### config.mk
export PLATFORM = sky130hd
export DESIGN_NAME = lcd_screen_sequencer
export DESIGN_NICKNAME = d
export VERILOG_FILES = /design/src/rtl/lcd_screen_sequencer.sv
export SDC_FILE = /design/constraint.sdc
export NUM_CORES = 1
export LEC_CHECK = 0
export CORE_ASPECT_RATIO = 1.2
export CORE_MARGIN = 3
export CORE_UTILIZATION = 45
export CTS_CLUSTER_DIAMETER = 150
export DETAILED_ROUTE_END_ITERATION = 6
export GPL_ROUTABILITY_DRIVEN = 0
export PLACE_DENSITY = 0.73
export SETUP_SLACK_MARGIN = 0.15
export SLEW_MARGIN = 20
export SYNTH_ARGS = -nofsm -noshare
export SYNTH_HDL_FRONTEND = slang
export SYNTH_SLANG_ARGS = --single-unit
### constraint.sdc
create_clock -name iCLK -period 4.6 [get_ports iCLK]
set_clock_uncertainty 0.1 [all_clocks]
set_input_delay 0.69 -clock iCLK [delete_from_list [all_inputs] [get_ports iCLK]]
set_output_delay 0.69 -clock iCLK [all_outputs]
set_load 0.005 [all_outputs]
### src/rtl/lcd_screen_sequencer.sv
// lcd_screen_sequencer: renders one of NUM_SCREENS 2x16 text pages from an
// external character ROM into an HD44780 LCD controller (iDATA/iRS/iStart/oDone
// handshake), substituting a live two-digit decimal value at marker
// characters. Re-renders whenever the page select or value changes, or on
// iRefresh.
module lcd_screen_sequencer #(
  parameter int NUM_SCREENS = 8,
  parameter int SEL_W       = 3,
  parameter int VAL_W       = 7,
  parameter int DLY_CYCLES  = 262142
) (
  input  logic             iCLK,
  input  logic             iRST_N,
  input  logic [SEL_W-1:0] iScreen,
  input  logic [VAL_W-1:0] iValue,
  input  logic             iRefresh,
  output logic [SEL_W+4:0] oRomAddr,
  input  logic [8:0]       iRomData,
  output logic [7:0]       oLCD_Data,
  output logic             oLCD_RS,
  output logic             oLCD_Start,
  input  logic             iLCD_Done,
  output logic             oBusy
);

  localparam int CNT_W = $clog2(DLY_CYCLES + 1);
  localparam logic [CNT_W-1:0] CNT_LAST = CNT_W'(DLY_CYCLES - 1);
  localparam logic [SEL_W:0]   SCR_LIM  = (SEL_W + 1)'(NUM_SCREENS);
  localparam logic [VAL_W+6:0] SAT_MAX  = (VAL_W + 7)'(99);

  typedef enum logic [3:0] {
    S_INIT, S_FETCH, S_WAITROM, S_SEND, S_HOLD, S_DLY, S_NEXT, S_IDLE, S_CONV
  } state_t;

  state_t           state_q;
  logic [5:0]       idx_q;      // transfer index: 0..3 in init, 0..33 in render
  logic             init_q;     // still running the power-on command list
  logic             load_q;     // first CONV cycle: sample inputs into shadows
  logic             pend_q;     // a re-render has been requested
  logic [SEL_W-1:0] scr_q;      // shadow page being rendered
  logic [6:0]       val_q;      // shadow saturated value
  logic [6:0]       rem_q;      // conversion remainder; holds ones when done
  logic [3:0]       tens_q;
  logic [8:0]       word_q;     // {RS, code} queued for the next SEND
  logic [CNT_W-1:0] cnt_q;

  logic [VAL_W+6:0] val_wide;
  logic [6:0]       val_sat;
  logic             chg;
  logic [5:0]       nxt_idx;
  logic [4:0]       nxt_ci;
  logic             off_page;
  logic [8:0]       rom_word_d;

  // Power-on command list: function set, display on, clear, entry mode.
  function automatic logic [8:0] init_cmd(input logic [1:0] i);
    case (i)
      2'd0:    return 9'h038;
      2'd1:    return 9'h00C;
      2'd2:    return 9'h001;
      default: return 9'h006;
    endcase
  endfunction

  // Saturated input value, change detection, next ROM char index and
  // digit substitution on the word coming back from the ROM.
  always_comb begin
    val_wide = {7'd0, iValue};
    val_sat  = (val_wide > SAT_MAX) ? 7'd99 : val_wide[6:0];
    chg      = iRefresh | (iScreen != scr_q) | (val_sat != val_q);
    nxt_idx  = idx_q + 6'd1;
    // transfers 1..16 map to chars 0..15, 18..33 to chars 16..31
    nxt_ci   = (nxt_idx <= 6'd16) ? nxt_idx[4:0] - 5'd1 : nxt_idx[4:0] - 5'd2;
    off_page = ({1'b0, scr_q} >= SCR_LIM);
    rom_word_d = iRomData;
    if (iRomData == 9'h1F1)      rom_word_d = {1'b1, 8'h30 + {4'd0, tens_q}};
    else if (iRomData == 9'h1F0) rom_word_d = {1'b1, 8'h30 + {1'b0, rem_q[2:0]} + {rem_q[3], 3'd0}};
  end

  // Sequencer FSM with registered LCD/ROM outputs.
  always_ff @(posedge iCLK or negedge iRST_N) begin
    if (!iRST_N) begin
      state_q    <= S_INIT;
      idx_q      <= '0;
      init_q     <= 1'b1;
      load_q     <= 1'b0;
      pend_q     <= 1'b1;
      scr_q      <= '0;
      val_q      <= '0;
      rem_q      <= '0;
      tens_q     <= '0;
      word_q     <= '0;
      cnt_q      <= '0;
      oRomAddr   <= '0;
      oLCD_Data  <= '0;
      oLCD_RS    <= 1'b0;
      oLCD_Start <= 1'b0;
      oBusy      <= 1'b1;
    end else begin
      if (chg) pend_q <= 1'b1;
      case (state_q)
        S_INIT: begin
          word_q  <= init_cmd(idx_q[1:0]);
          state_q <= S_SEND;
        end
        S_FETCH: state_q <= S_WAITROM;
        S_WAITROM: begin
          word_q  <= off_page ? 9'h120 : rom_word_d;
          state_q <= S_SEND;
        end
        S_SEND: begin
          oLCD_Data  <= word_q[7:0];
          oLCD_RS    <= word_q[8];
          oLCD_Start <= 1'b1;
          state_q    <= S_HOLD;
        end
        S_HOLD: begin
          if (iLCD_Done) begin
            oLCD_Start <= 1'b0;
            state_q    <= S_DLY;
          end
        end
        S_DLY: begin
          if (cnt_q == CNT_LAST) begin
            cnt_q   <= '0;
            state_q <= S_NEXT;
          end else begin
            cnt_q <= cnt_q + 1'b1;
          end
        end
        S_NEXT: begin
          if (init_q) begin
            if (idx_q == 6'd3) begin
              init_q  <= 1'b0;
              idx_q   <= '0;
              load_q  <= 1'b1;
              state_q <= S_CONV;
            end else begin
              idx_q   <= nxt_idx;
              state_q <= S_INIT;
            end
          end else if (idx_q == 6'd33) begin
            // page done: chain straight into a queued re-render without idling
            idx_q <= '0;
            if (pend_q || chg) begin
              load_q  <= 1'b1;
              state_q <= S_CONV;
            end else begin
              oBusy   <= 1'b0;
              state_q <= S_IDLE;
            end
          end else begin
            idx_q <= nxt_idx;
            if (nxt_idx == 6'd17) begin
              word_q  <= 9'h0C0;
              state_q <= S_SEND;
            end else begin
              oRomAddr <= {scr_q, nxt_ci};
              state_q  <= S_FETCH;
            end
          end
        end
        S_IDLE: begin
          if (pend_q) begin
            oBusy   <= 1'b1;
            load_q  <= 1'b1;
            state_q <= S_CONV;
          end
        end
        S_CONV: begin
          if (load_q) begin
            load_q <= 1'b0;
            scr_q  <= iScreen;
            val_q  <= val_sat;
            rem_q  <= val_sat;
            tens_q <= '0;
            pend_q <= 1'b0;
          end else if (rem_q >= 7'd10) begin
            rem_q  <= rem_q - 7'd10;
            tens_q <= tens_q + 4'd1;
          end else begin
            idx_q   <= '0;
            word_q  <= 9'h080;
            state_q <= S_SEND;
          end
        end
        default: state_q <= S_INIT;
      endcase
    end
  end

endmodule

==> results.md <==
- Die Y: 118 µm
- Prevailing post-synth register cell: dfrtp_1
- Number of remaining DRC errors: 0
- First-pass GRT wire length: 18,300 µm
- Largest delay contributor family on the critical path: simple AND/OR/NAND/NOR gates
- Worst path bufs/invs: 0
- CP Data Required Time: 4.72 ns
- Avg Inst Size Synth: 9.43 µm²
- Largest net degree at the start of global routing: 81
- CTS tree: built
- Area enclosed by the die boundary: 11,800 µm²
- Crit. End Element: flip-flop
- Final period demand of the worst path: 2.88 ns
- Distinct cells, synth: 72
- Max stage delay on crit path: 0.55 ns
- Number of instances in the synthesized netlist: 502
- Count of final max-slew check failures: 0
- Static power due to leakage: 0.00229 µW
- Vias after detailed routing: 3,903
- Cell area after synthesis: 4740 µm²
- Most used routing layer: met2
- Filler Cells Inserted: 920
- Core utilization of the finished layout: 54.2%
- Wire length after detailed routing: 10,900 µm
- Met1 track demand over resource: 24.5%
- Number of nets produced by synthesis: 535
- First-pass detailed-route iteration total: 5
- Number of antenna repair diodes: 0
- Share of power burned in registers: 39.3%
- Final sum of negative setup slack: 0 ns
- Leading cell types by count after synthesis: 77 x dfrtp_1, 55 x nand2_1, 40 x nor2_1
- Slowest stage cell on the critical path: dfrtp_1
- Share of final-layout standard cells stronger than drive strength 1: 12.5%
- Proportion of register bits with asynchronous set or reset after synthesis: 100%
- Number of placed instances, taps included: 645
- Total number of clock tree sinks: 80
- Initial antenna violation count: 0
- Total number of H-tree levels: 3
- # Max-Cap Violations: 0
- Post-route non-filler standard cell count: 661
- Met2 Resource Use GR: 31.6%
- Worst Tran Pin Value: 0.879 ns
- Setup CP Type: flip-flop to flip-flop
- Overall overflow remaining after global route: 0
- Final ANT Viol Nets: 0
- Insertion delay to the later sink of the worst-skew pair: 0.34 ns
- Critical Path AT: 2.99 ns
- Max Fanout on Critical Path: 12
- Buffers inserted by post-CTS timing repair: 0
- GRT Overall Usage: 19.2%
- Share of total power consumed by net switching: 37.2%
- Fin. Hold Viols: 0
- Input/output buffers: 41
- Floorplan Core Area: 10,200 µm²
- Area contributors post-synth: dfrtp_1 41%, mux2_2 6.2%, nand2_1 4.4%
- Hold crit path type: input pin to asynchronous set/reset pin
- Initial Util: 46.6%
- Die extent in x: 99.7 µm
- Routed wire length per instance: 16.5 µm
- RSZ-0062 raised after global routing: no
- Area fraction of the dominant cell type after synthesis: 40.7%
- Maximum vdd ir drop: 0.319 mV
- Most repeated cell in the gate-level netlist after synthesis: dfrtp_1
- Top-level I/O count: 42
- Part of the cycle the worst path needs: 62.6%
- Post-synthesis sequential area ratio: 42.4%
- Register bit count reported by yosys: 80
- Cell-by-cell listing of the critical path: ha_1, and3_1, mux2i_1, o2111a_1, nand3b_1, mux2_2
- Number of enable flip-flop cells after synthesis: 0
- Post-CTS resize count: 0
- GR Layer Usage met3: 4.01%
- Area overhead of the layout relative to synthesis: 16.3%
- Areal power density over the cells: 573 nW/µm²
- Final setup violating endpoints: 0
- Internal power summed over all cells: 1980 µW
- Relative contribution of the clock network to total power: 22.1%
- Yosys synthesis warning count: 0
- Worst slew slack as a fraction of its limit: 41.4%
- Vias in the first global route: 3,710
- Post-place setup slack: 1.50 ns
- Clock input transition at the sequential cells of the worst setup and hold paths: 0.06 ns
- Critical path startpoint category: flip-flop
- Maximum operating frequency: 0.347 GHz
- Switching power: 1180 µW
- Run status: completed
- Number of buffers created by CTS: 9
- Vias per cell: 5.90
- Post-synthesis cell type with the largest combined area: dfrtp_1
- Net count of the finished layout: 563
- Total of hold buffers inserted after clock tree synthesis: 0
- Initial drt markers: 316
- Comb pwr share: 38.6%
- Detailed-placement wirelength estimate: 7740 µm
- Buffer levels on the longest clock path: 2
- Buffer cell driving the clock tree root: clkbuf_16
- Smallest setup slack after layout: 1.72 ns
- Row cnt: 40
[power groups by stage]
| stage | clock (µW) | sequential [µW] | combinational (µW) |
|---|---|---|---|
| global placement | 0 | 1230 | 1180 |
| finish | 698 | 1240 | 1220 |
| global route | 753 | 1280 | 1350 |
| floorplan | 0 | 1100 | 953 |
| CTS | 717 | 1240 | 1230 |
| detailed placement | 0 | 1240 | 1220 |
[path summary, 6_finish.rpt]
check	startpoint	end	slack (ns)	depth (start not counted)
setup / recovery	idx_q[0]$_DFFE_PN0P_	oRomAddr[7]$_DFFE_PN0P_	1.72	6
hold / removal	iRST_N	cnt_q[10]$_DFFE_PN0P_	0.29	1
setup reg to reg	idx_q[0]$_DFFE_PN0P_	oRomAddr[7]$_DFFE_PN0P_	1.72	6
hold reg to reg	word_q[5]$_DFFE_PN0P_	word_q[5]$_DFFE_PN0P_	0.40	1
max in group asynchronous	iRST_N	tens_q[2]$_DFFE_PN0P_	3.61	1
min in group iCLK	word_q[5]$_DFFE_PN0P_	word_q[5]$_DFFE_PN0P_	0.40	1
[stage by stage]
step	area, µm²	hold WS [ns]	power [µW]
after floorplan	4740	0.294	2050
after global placement	5210	0.383	2410
after detailed placement	5210	0.390	2460
after CTS	5500	0.403	3180
after global routing	5510	0.354	3390
final	5510	0.295	3160
[cell families after synthesis]
kind of cell	after synthesis	synth area share, %
xor gates and xnor gates	24	4.44
DFF	80	42.4
AOI/OAI and AO/OA	117	17.0
adders and majority gates	10	2.64
muxes	32	7.56
buffers and inverters	39	3.33
and+or+nand+nor	200	22.7
[layer usage]
layer	wire (µm)	share of wire, %
met1	4800	44
met2	5400	49
met3	429	3.9
met4	282	2.6
met5	0	0
[registers in the layout, summed over array words and instances (netlist names)]
signal,flops
init_q,1
oLCD_Start,1
load_q,1
oRomAddr,8
oLCD_Data,8
state_q,4
val_q,7
oLCD_RS,1
tens_q,4
idx_q,6
cnt_q,18
rem_q,7
pend_q,1
scr_q,3
word_q,9
oBusy,1
[placed cells by master (no fill, tap or decap), types with 9 or more instances in the layout]
cell type,n
nor2_1,40
a21oi_1,26
nor3_1,11
dfrtp_1,77
nand4_1,9
ha_1,10
clkdlybuf4s50_1,40
clkbuf_16,9
o21ai_0,30
inv_1,13
nand3_1,20
xor2_1,16
mux2_2,26
nand2_1,55
[area by class of cell]
type	instances	area, µm²	share of cell area, %
repair buffers	43	427	7.75
clock buffers	14	284	5.16
clock inverters	2	12.5	0.227
well taps	126	158	2.86
flip-flops and latches	80	2010	36.4
inverters	13	48.8	0.886
multi-input cells	383	2570	46.7
(Power assumes the default switching activity.)
==> RTL change: new RTL, config.mk and constraints unchanged <==
The 9 states of `state_t` get a one-hot encoding in 9 bits.
--- a/src/rtl/lcd_screen_sequencer.sv
+++ b/src/rtl/lcd_screen_sequencer.sv
@@ -28,8 +28,8 @@
   localparam logic [SEL_W:0]   SCR_LIM  = (SEL_W + 1)'(NUM_SCREENS);
   localparam logic [VAL_W+6:0] SAT_MAX  = (VAL_W + 7)'(99);
 
-  typedef enum logic [3:0] {
-    S_INIT, S_FETCH, S_WAITROM, S_SEND, S_HOLD, S_DLY, S_NEXT, S_IDLE, S_CONV
+  typedef enum logic [8:0] {
+    S_INIT = 9'b000000001, S_FETCH = 9'b000000010, S_WAITROM = 9'b000000100, S_SEND = 9'b000001000, S_HOLD = 9'b000010000, S_DLY = 9'b000100000, S_NEXT = 9'b001000000, S_IDLE = 9'b010000000, S_CONV = 9'b100000000
   } state_t;
 
   state_t           state_q;
Function: no difference found for any inputs over 10 cycles, from zero or initial values and one cycle with iRST_N low; not proved beyond that.
==> RTL change against the original RTL <==
Wire length is 2.6% higher. Synthesized area increased by 1.7%. Core utilization rose by 1.0 points. Worst setup slack got worse by 0.37 ns. First-iteration DRC count shrank 21%. Sequential cell count is 5 higher. Design area rose by 2.4%. Critical endpoint is now word_q[4].
Power is not compared: it rests on default switching activity, and its combinational part moved more than twofold at a synthesized area within 25%.
==> RTL change: results (changes against the original RTL) <==
NUM-FILL-CELLS=913  # -0.76%
GRT_PASS1_WL_UM=19100  # +4.5%
SLEW-LIMIT-HEADROOM_PCT=39.8  # -1.6 points
SH_SEQ_AREA_PCT=37.8  # +1.4 points
LARGEST_NET_DEGREE_AT_THE_START_OF_GLOBAL_ROUTING=86  # +6.2%
PLACED_CELLS_INCL_TAPS=682  # +5.7%
GRT.MET2_USAGE_PCT=31.4  # -0.21 points
MAPPEDNETLISTNETS=573  # +7.1%
MULTI_INPUT_COMB_CELLS=408  # +6.5%
GLOBAL_ROUTE.USAGE.MET3_PCT=2.34  # -1.7 points
CLOCK_BUFFER_COUNT=12  # -2
FINALWIRELENGTH_UM=11200  # +2.6%
INVERTERS=20  # +7
GLOBAL_ROUTE.USAGE.TOTAL_PCT=19.4  # +0.18 points
GLOBALROUTEMET1UTIL_PCT=26.0  # +1.5 points
POST_SYNTH_NUM_CELL_TYPES=64  # -11%
SYNTH_SEQ_AREA_SHARE_PCT=44.3  # +1.9 points
N_SEQUENTIAL_CELL=85  # +6.3%
PLACEDINSTANCEAREA_MM2=0.00529  # +1.7%
SYNTH_TOP_CELLS_BY_COUNT='dfrtp_1 (81), nand2_1 (70), o21ai_0 (60), nor2_1 (45), a21oi_1 (22)'
FINALINSTANCEAREA_MM2=0.00564  # +2.4%
DRTITER0DRC=250  # -21%
SYNTH.AREA.TOP_CELLS='dfrtp_1 (42%), o21ai_0 (6.2%), nand2_1 (5.5%), mux2_2 (3.7%), nor2_1 (3.5%)'
DETAILED_PLACE_HPWL_UM=7950  # +2.7%
CP_SLOWEST_CELL='ha_1'
OUTCOME='complete, no violations'
NUMBER_OF_GLOBAL_ROUTE_VIAS_BEFORE_REPAIR=3981  # +7.3%
## RTL change: changes by cell type after synthesis, sizes merged, moves of 7 or more
cell / change
nand2: +16
inv: +7
nand4: +10
o21ai: +27
a31oi: +10
xor2: -12
mux2: -9
## RTL change: power groups by stage
| stage | sequential (mW) | combinational [mW] | clock (mW) |
|---|---|---|---|
| 3_5_place_dp | 0.948 | 0.569 | 0 |
| 3_3_place_gp | 0.944 | 0.553 | 0 |
| 5_1_grt | 0.951 | 0.635 | 0.873 |
| 2_1_floorplan | 0.919 | 0.389 | 0 |
| 4_1_cts | 0.936 | 0.574 | 0.843 |
| 6_report | 0.935 | 0.571 | 0.831 |
## RTL change: per-stage QoR
stage                     util (%)  worst slack [ns]  power [mW]
final                         55.2              1.36        2.34
after global routing          55.2              1.03        2.46
after CTS                     55.2              1.39        2.35
after detailed placement      51.9              1.42        1.52
after global placement        51.9              1.53        1.50
after floorplan                  -              2.25        1.31
## RTL change: cells by family (layout without fill, tap and decap cells)
group	after synthesis	count (layout)	share of synthesized area, %
AOI/OAI and AO/OA	152	152	19.9
DFF	85	85	44.3
buffers and inverters	46	79	3.85
xor gates and xnor gates	14	14	2.55
muxes	19	19	4.49
adders and majority gates	11	11	2.86
and+or+nand+nor	212	212	22.1
## RTL change: path summary, 6_finish.rpt
path | depth (start not counted) | start | endpoint | slack (ns)
min in group iCLK | 2 | oLCD_RS | oLCD_RS | 0.38
max in group asynchronous | 1 | iRST_N | word_q[1] | 3.58
setup / recovery | 7 | idx_q[0] | word_q[4] | 1.36
hold / removal | 1 | iRST_N | cnt_q[8] | 0.30
hold reg to reg | 2 | oLCD_RS | oLCD_RS | 0.38
setup reg to reg | 7 | idx_q[0] | word_q[4] | 1.36
